**config.mk**
```make
export PLATFORM = sky130hd
export DESIGN_NAME = load_store_unit
export DESIGN_NICKNAME = d
export VERILOG_FILES = /design/src/rtl/load_store_unit_pkg.sv /design/src/rtl/load_store_unit_load_align.sv /design/src/rtl/load_store_unit.sv
export SDC_FILE = /design/constraint.sdc
export NUM_CORES = 1
export LEC_CHECK = 0
export CAP_MARGIN = 10
export CORE_MARGIN = 3
export CORE_UTILIZATION = 45
export CTS_CLUSTER_SIZE = 40
export DETAILED_ROUTE_END_ITERATION = 16
export HOLD_SLACK_MARGIN = 0.1
export PLACE_DENSITY_LB_ADDON = 0.3
export SYNTH_ARGS = -nofsm -noshare
export SYNTH_HDL_FRONTEND = slang
export SYNTH_HIERARCHICAL = 1
export SYNTH_SLANG_ARGS = --single-unit
```
**constraint.sdc**
```tcl
create_clock -name clk -period 2 [get_ports clk]
set_input_delay 0.4 -clock clk [delete_from_list [all_inputs] [get_ports clk]]
set_output_delay 0.4 -clock clk [all_outputs]
set_load 0.01 [all_outputs]
```
**src/rtl/load_store_unit_pkg.sv**
```systemverilog
// Shared constants and store-lane helpers for the load/store unit.
// Optional build macro used by the top: LSU_MISALIGN_TRAP_EN.
package load_store_unit_pkg;

  localparam int unsigned WORD_LEN  = 32;
  localparam int unsigned ADDR_SIZE = 32;

  localparam logic [2:0] F3_LB  = 3'b000;
  localparam logic [2:0] F3_LH  = 3'b001;
  localparam logic [2:0] F3_LW  = 3'b010;
  localparam logic [2:0] F3_LBU = 3'b100;
  localparam logic [2:0] F3_LHU = 3'b101;

  localparam logic [1:0] ST_IDLE = 2'd0;
  localparam logic [1:0] ST_REQ  = 2'd1;
  localparam logic [1:0] ST_DONE = 2'd2;

  // Unsupported funct3 codes fall through to a full-word access.
  function automatic logic [3:0] store_strb(input logic [2:0] f3, input logic [1:0] lo);
    logic [3:0] strb;
    case (f3)
      F3_LB:   strb = 4'b0001 << lo;
      F3_LH:   strb = 4'b0011 << {lo[1], 1'b0};
      default: strb = 4'b1111;
    endcase
    return strb;
  endfunction

  function automatic logic [WORD_LEN-1:0] store_data(input logic [2:0] f3,
                                                     input logic [WORD_LEN-1:0] wd);
    logic [WORD_LEN-1:0] d;
    case (f3)
      F3_LB:   d = {4{wd[7:0]}};
      F3_LH:   d = {2{wd[15:0]}};
      default: d = wd;
    endcase
    return d;
  endfunction

  function automatic logic is_misaligned(input logic [2:0] f3, input logic [1:0] lo);
    logic m;
    case (f3)
      F3_LB, F3_LBU: m = 1'b0;
      F3_LH, F3_LHU: m = lo[0];
      default:       m = (lo != 2'b00);
    endcase
    return m;
  endfunction

endpackage

```
**src/rtl/load_store_unit_load_align.sv**
```systemverilog
// Combinational load extraction: picks the addressed byte/half from the bus word and extends it.
module lsu_load_align
  import load_store_unit_pkg::*;
(
  input  logic [WORD_LEN-1:0] bus_rdata,
  input  logic [1:0]          addr_lo,
  input  logic [2:0]          funct3,
  output logic [WORD_LEN-1:0] ext_data
);

  logic [7:0]  byte_sel;
  logic [15:0] half_sel;

  always_comb begin
    byte_sel = bus_rdata[8*addr_lo +: 8];
    half_sel = addr_lo[1] ? bus_rdata[31:16] : bus_rdata[15:0];
    case (funct3)
      F3_LB:   ext_data = {{24{byte_sel[7]}}, byte_sel};
      F3_LBU:  ext_data = {24'd0, byte_sel};
      F3_LH:   ext_data = {{16{half_sel[15]}}, half_sel};
      F3_LHU:  ext_data = {16'd0, half_sel};
      default: ext_data = bus_rdata;
    endcase
  end

endmodule

```
**src/rtl/load_store_unit.sv**
```systemverilog
// Load/store unit: req/ack bus handshake, core stall, store strobes and load extension.
// Define LSU_MISALIGN_TRAP_EN to fault misaligned half/word accesses without a bus cycle.
module load_store_unit
  import load_store_unit_pkg::*;
#(
  parameter int unsigned STRB_W      = 4,
  parameter int unsigned ACK_TIMEOUT = 0
) (
  input  logic                 clk,
  input  logic                 rst,
  input  logic                 mem_read,
  input  logic                 mem_write,
  input  logic [2:0]           funct3,
  input  logic [ADDR_SIZE-1:0] addr,
  input  logic [WORD_LEN-1:0]  wdata,
  output logic                 stall,
  output logic [WORD_LEN-1:0]  rdata,
  output logic                 fault,
  output logic                 bus_req,
  output logic                 bus_we,
  output logic [ADDR_SIZE-1:0] bus_addr,
  output logic [STRB_W-1:0]    bus_wstrb,
  output logic [WORD_LEN-1:0]  bus_wdata,
  input  logic                 bus_ack,
  input  logic [WORD_LEN-1:0]  bus_rdata
);

  logic [1:0]           state_q, state_d;
  logic [ADDR_SIZE-1:0] addr_q, addr_d;
  logic [2:0]           f3_q, f3_d;
  logic [WORD_LEN-1:0]  wdata_q, wdata_d;
  logic                 we_q, we_d;
  logic [WORD_LEN-1:0]  rdata_q, rdata_d;
  logic                 fault_q, fault_d;
  logic [31:0]          cnt_q, cnt_d;
  logic [WORD_LEN-1:0]  ext_data;
  logic                 misaligned;

  lsu_load_align u_load_align (
    .bus_rdata (bus_rdata),
    .addr_lo   (addr_q[1:0]),
    .funct3    (f3_q),
    .ext_data  (ext_data)
  );

`ifdef LSU_MISALIGN_TRAP_EN
  assign misaligned = is_misaligned(funct3, addr[1:0]);
`else
  assign misaligned = 1'b0;
`endif

  always_comb begin
    state_d = state_q;
    addr_d  = addr_q;
    f3_d    = f3_q;
    wdata_d = wdata_q;
    we_d    = we_q;
    rdata_d = rdata_q;
    fault_d = 1'b0;
    cnt_d   = cnt_q;
    stall   = 1'b0;
    case (state_q)
      ST_IDLE: begin
        if (mem_read || mem_write) begin
          stall   = 1'b1;
          addr_d  = addr;
          f3_d    = funct3;
          wdata_d = wdata;
          we_d    = mem_write;  // both lines high resolve to a store
          cnt_d   = '0;
          if (misaligned) begin
            state_d = ST_DONE;
            fault_d = 1'b1;
          end else begin
            state_d = ST_REQ;
          end
        end
      end
      ST_REQ: begin
        stall = 1'b1;
        if (bus_ack) begin
          if (!we_q) rdata_d = ext_data;
          state_d = ST_DONE;
          cnt_d   = '0;
        end else if ((ACK_TIMEOUT != 0) && (cnt_q == ACK_TIMEOUT - 1)) begin
          state_d = ST_DONE;
          fault_d = 1'b1;
          cnt_d   = '0;
        end else begin
          cnt_d = cnt_q + 32'd1;
        end
      end
      ST_DONE: state_d = ST_IDLE;  // requests here belong to the committing instruction
      default: state_d = ST_IDLE;
    endcase
  end

  always_ff @(posedge clk) begin
    if (rst) begin
      state_q <= ST_IDLE;
      addr_q  <= '0;
      f3_q    <= '0;
      wdata_q <= '0;
      we_q    <= 1'b0;
      rdata_q <= '0;
      fault_q <= 1'b0;
      cnt_q   <= '0;
    end else begin
      state_q <= state_d;
      addr_q  <= addr_d;
      f3_q    <= f3_d;
      wdata_q <= wdata_d;
      we_q    <= we_d;
      rdata_q <= rdata_d;
      fault_q <= fault_d;
      cnt_q   <= cnt_d;
    end
  end

  always_comb begin
    bus_req   = (state_q == ST_REQ);
    bus_we    = bus_req && we_q;
    bus_addr  = {addr_q[ADDR_SIZE-1:2], 2'b00};
    bus_wstrb = bus_we ? STRB_W'(store_strb(f3_q, addr_q[1:0])) : '0;
    bus_wdata = store_data(f3_q, wdata_q);
    rdata     = rdata_q;
    fault     = fault_q;
  end

endmodule

```
==> run summary <==
## Finish
* fin util: 67.1%
* share of post-route cells with drive strength above 1: 15.2%
* leading cell type in the layout, fill and taps excluded: sky130_fd_sc_hd__clkdlybuf4s50_1
* Filler Cell Count: 1007
* synth-to-layout area growth: 42.4%
* Multi-input gate area: 3260 um^2
* Post-Layout Inst Area: 8260 um^2
* highest-count cells in the layout ignoring fill and taps: sky130_fd_sc_hd__clkdlybuf4s50_1, sky130_fd_sc_hd__nand2b_1, sky130_fd_sc_hd__dfxtp_1, sky130_fd_sc_hd__mux2i_1, sky130_fd_sc_hd__nand2_1
* net count of the finished layout: 913
* register cell area after layout: 2050 um^2

## Synth
* number of distinct library cells after synthesis: 43
* Yosys reg bits: 102
* top cells by area, synth: sky130_fd_sc_hd__dfxtp_1, sky130_fd_sc_hd__nand2b_1, sky130_fd_sc_hd__mux2i_1
* netlist area before placement: 5800 um^2
* number of enable-type register cells in the synthesized netlist: 0
* ys async rst share: 0%
* number of standard cells after synthesis: 642
* share of the synthesized area in the top cell type: 35.2%
* cell taking the most area after synthesis: sky130_fd_sc_hd__dfxtp_1
* average cell area after synthesis: 9.04 um^2
* sequential area share after synthesis: 35.2%
* count of warnings emitted by yosys: 6
* most common flop cell mapped by yosys: sky130_fd_sc_hd__dfxtp_1

## Setup path
* crit path launch type: flop
* reg-to-reg endpoint: rdata[29]$_SDFFE_PP0P_
* minimum setup slack among reg-to-reg paths: 180 ps
* cell mode on critical path: sky130_fd_sc_hd__buf_6
* CP max FO: 6
* Setup Crit Path Kind: flop to output pin
* cell chain of the critical path: nor3_4 > buf_12 > buf_6 > mux2_4 > buf_6
* Worst path slowest cell: sky130_fd_sc_hd__dfxtp_4
* Worst setup startpoint: f3_q[2]$_SDFFE_PP0P_
* Worst setup EP type: output pin
* worst endpoint required time: 1600 ps
* worst path arrival time: 1600 ps
* R2R cell count: 7
* Worst R2R Start: addr_q[1]$_SDFFE_PP0P_
* CP peak stage delay: 370 ps
* destination of the critical timing path: bus_wdata[12]

## STA
* highest attainable clock frequency: 0.499 GHz
* Hold Fails Final Rpt: 0
* min Tclk post-route: 2000 ps
* final worst-path cycle share: 100%
* unrepaired setup endpoints after global routing: yes
* Worst Slack Setup Final: -4.83 ps
* setup violators final: 1
* final-report max-slew violation count: 0
* final clock skew: 9.92 ps
* Setup TNS: -4.83 ps

## Detailed routing
* number of search-and-repair iterations in the first detailed-routing pass: 4
* final routed DRC violation total: 0
* number of DRC violations after detailed-routing iteration 0: 317
* residual antenna-violating net count after detailed routing: 0
* Via density: 5.17
* sum of routed wire length over all layers: 16400 um
* number of vias after detailed routing: 5079
* average wire per cell in the routed design: 16.7 um

## Placed design
* DP Worst Slack: 2.44 ps
* post-placement cell area: 7830 um^2
* Port Buf Inserts: 204
* half-perimeter wire length after detailed placement: 12000 um
* Routability Congestion: 0.880

## Outcome
* failing checks: setup timing
* result of the run: complete, but fails checks

## CTS
* Num CTS Buffers: 9
* clock edge transition at the registers on the reported setup and hold paths: 70 ps
* clock latency on the worst-skew pair: 350 ps
* Root Buffer Master: sky130_fd_sc_hd__clkbuf_16
* clock tree from TritonCTS: yes
* CTS sink cnt: 102
* buffers from clock root to sink, at most: 2
* # H-tree levels: 3

## Global routing
* number of global-route vias before repair: 5135
* global-route wire length before repair: 26200 um
* total global-route track usage: 22.5%
* largest net degree at the start of global routing: 67
* grt total ovfl: 0
* initial antenna violation count: 1

## Power and ir drop
* largest vdd supply drop: 0.457 mV
* Pwr Density: 729 nW/um^2
* leakage power total: 3.35 nW
* Overall Power: 6.03 mW

## Floorplanning
* x dimension of the die: 120 um
* area of the core region: 12300 um^2
* Die Area: 14300 um^2
* effective utilization at floorplan: 47.1%
* top-level port count: 208
* Die Ht: 120 um
* Site Rows: 40

## Run
* number of maximum-capacitance constraint violations: 0

## Worst hold path
* launch instance of the worst min-delay path: rdata[5]$_SDFFE_PP0P_
* type of the tightest min-delay check: flop to flop

[report_power, final]
group,internal [mW],total (mW),switching [mW]
clock,0.976,1.79,0.812
combinational,1.09,1.91,0.825
sequential,2.20,2.33,0.132
[timing repair]
item,CTS,global route
resized for setup,104,23
gates cloned,1,0
setup endpoints to repair,29,23
hold buffers,0,0
buffers inserted,8,0
pin swaps,3,2
[synthesized netlist by cell type, types with 6 or more instances]
cell type,number
sky130_fd_sc_hd__nor2_1,14
sky130_fd_sc_hd__nand2b_1,137
sky130_fd_sc_hd__mux2_1,16
sky130_fd_sc_hd__nand2_1,70
sky130_fd_sc_hd__buf_4,46
sky130_fd_sc_hd__a221o_1,6
sky130_fd_sc_hd__a2bb2oi_1,6
sky130_fd_sc_hd__mux2i_1,81
sky130_fd_sc_hd__nor2b_1,11
sky130_fd_sc_hd__dfxtp_1,102
sky130_fd_sc_hd__buf_2,14
sky130_fd_sc_hd__clkbuf_1,24
sky130_fd_sc_hd__a2bb2oi_2,14
sky130_fd_sc_hd__a21oi_1,52
[metrics by stage]
| step | instances | hold slack, ps |
|---|---|---|
| 6_report | 983 | 456 |
| 5_1_grt | 983 | 483 |
| 4_1_cts | 982 | 458 |
| 3_5_place_dp | 957 | 449 |
| 3_3_place_gp | 957 | 441 |
| 2_1_floorplan | 644 | 445 |
[registers in the layout, indices dropped and copies added, names as in the netlist]
signal   count
wdata_q     32
state_q      2
addr_q      32
f3_q         3
rdata       32
we_q         1
[worst max-delay path, delay by kind of cell, from the launching register on]
kind | cells | cell delay (ps)
buf+inv | 3 | 360
flops | 1 | 370
mux | 1 | 310
simple gates | 1 | 210
[metal layers]
layer | vias to the layer above | track usage [%] | part of all wire [%]
met1 | 2376 | 27.2 | 41
li1 | 2462 | - | -
met2 | 203 | 36.9 | 47
met5 | - | 0 | 0
met3 | 38 | 6.46 | 8.5
met4 | 0 | 10.7 | 3.4
[worst min-delay path by stage]
stage | end | slack (ps) | cells after the start
6_report | rdata[5]$_SDFFE_PP0P_ | 460 | 2
5_1_grt | rdata[1]$_SDFFE_PP0P_ | 480 | 2
4_1_cts | rdata[5]$_SDFFE_PP0P_ | 460 | 2
3_5_place_dp | rdata[5]$_SDFFE_PP0P_ | 450 | 2
3_3_place_gp | rdata[6]$_SDFFE_PP0P_ | 440 | 2
2_1_floorplan | wdata_q[16]$_SDFFE_PP0P_ | 440 | 2
[area by class of cell]
type | instances | area share [%]
Inverter | 4 | 0.182
Tap cell | 168 | 2.54
Clock buffer | 9 | 2.73
Antenna cell | 1 | 0.0303
Clock inverter | 7 | 0.878
Multi-Input combinational cell | 449 | 39.5
Timing Repair Buffer | 243 | 29.3
Sequential cell | 102 | 24.8
[cells by family after synthesis]
logic type / Yosys count / synth area share [%]
and+or+nand+nor: 247 / 23.7
DFF: 102 / 35.2
buffers and inverters: 93 / 9.94
muxes: 102 / 18.1
AOI/OAI and AO/OA: 97 / 13.0
other: 1 / 0.0646
Power figures use the tool's default switching activity.
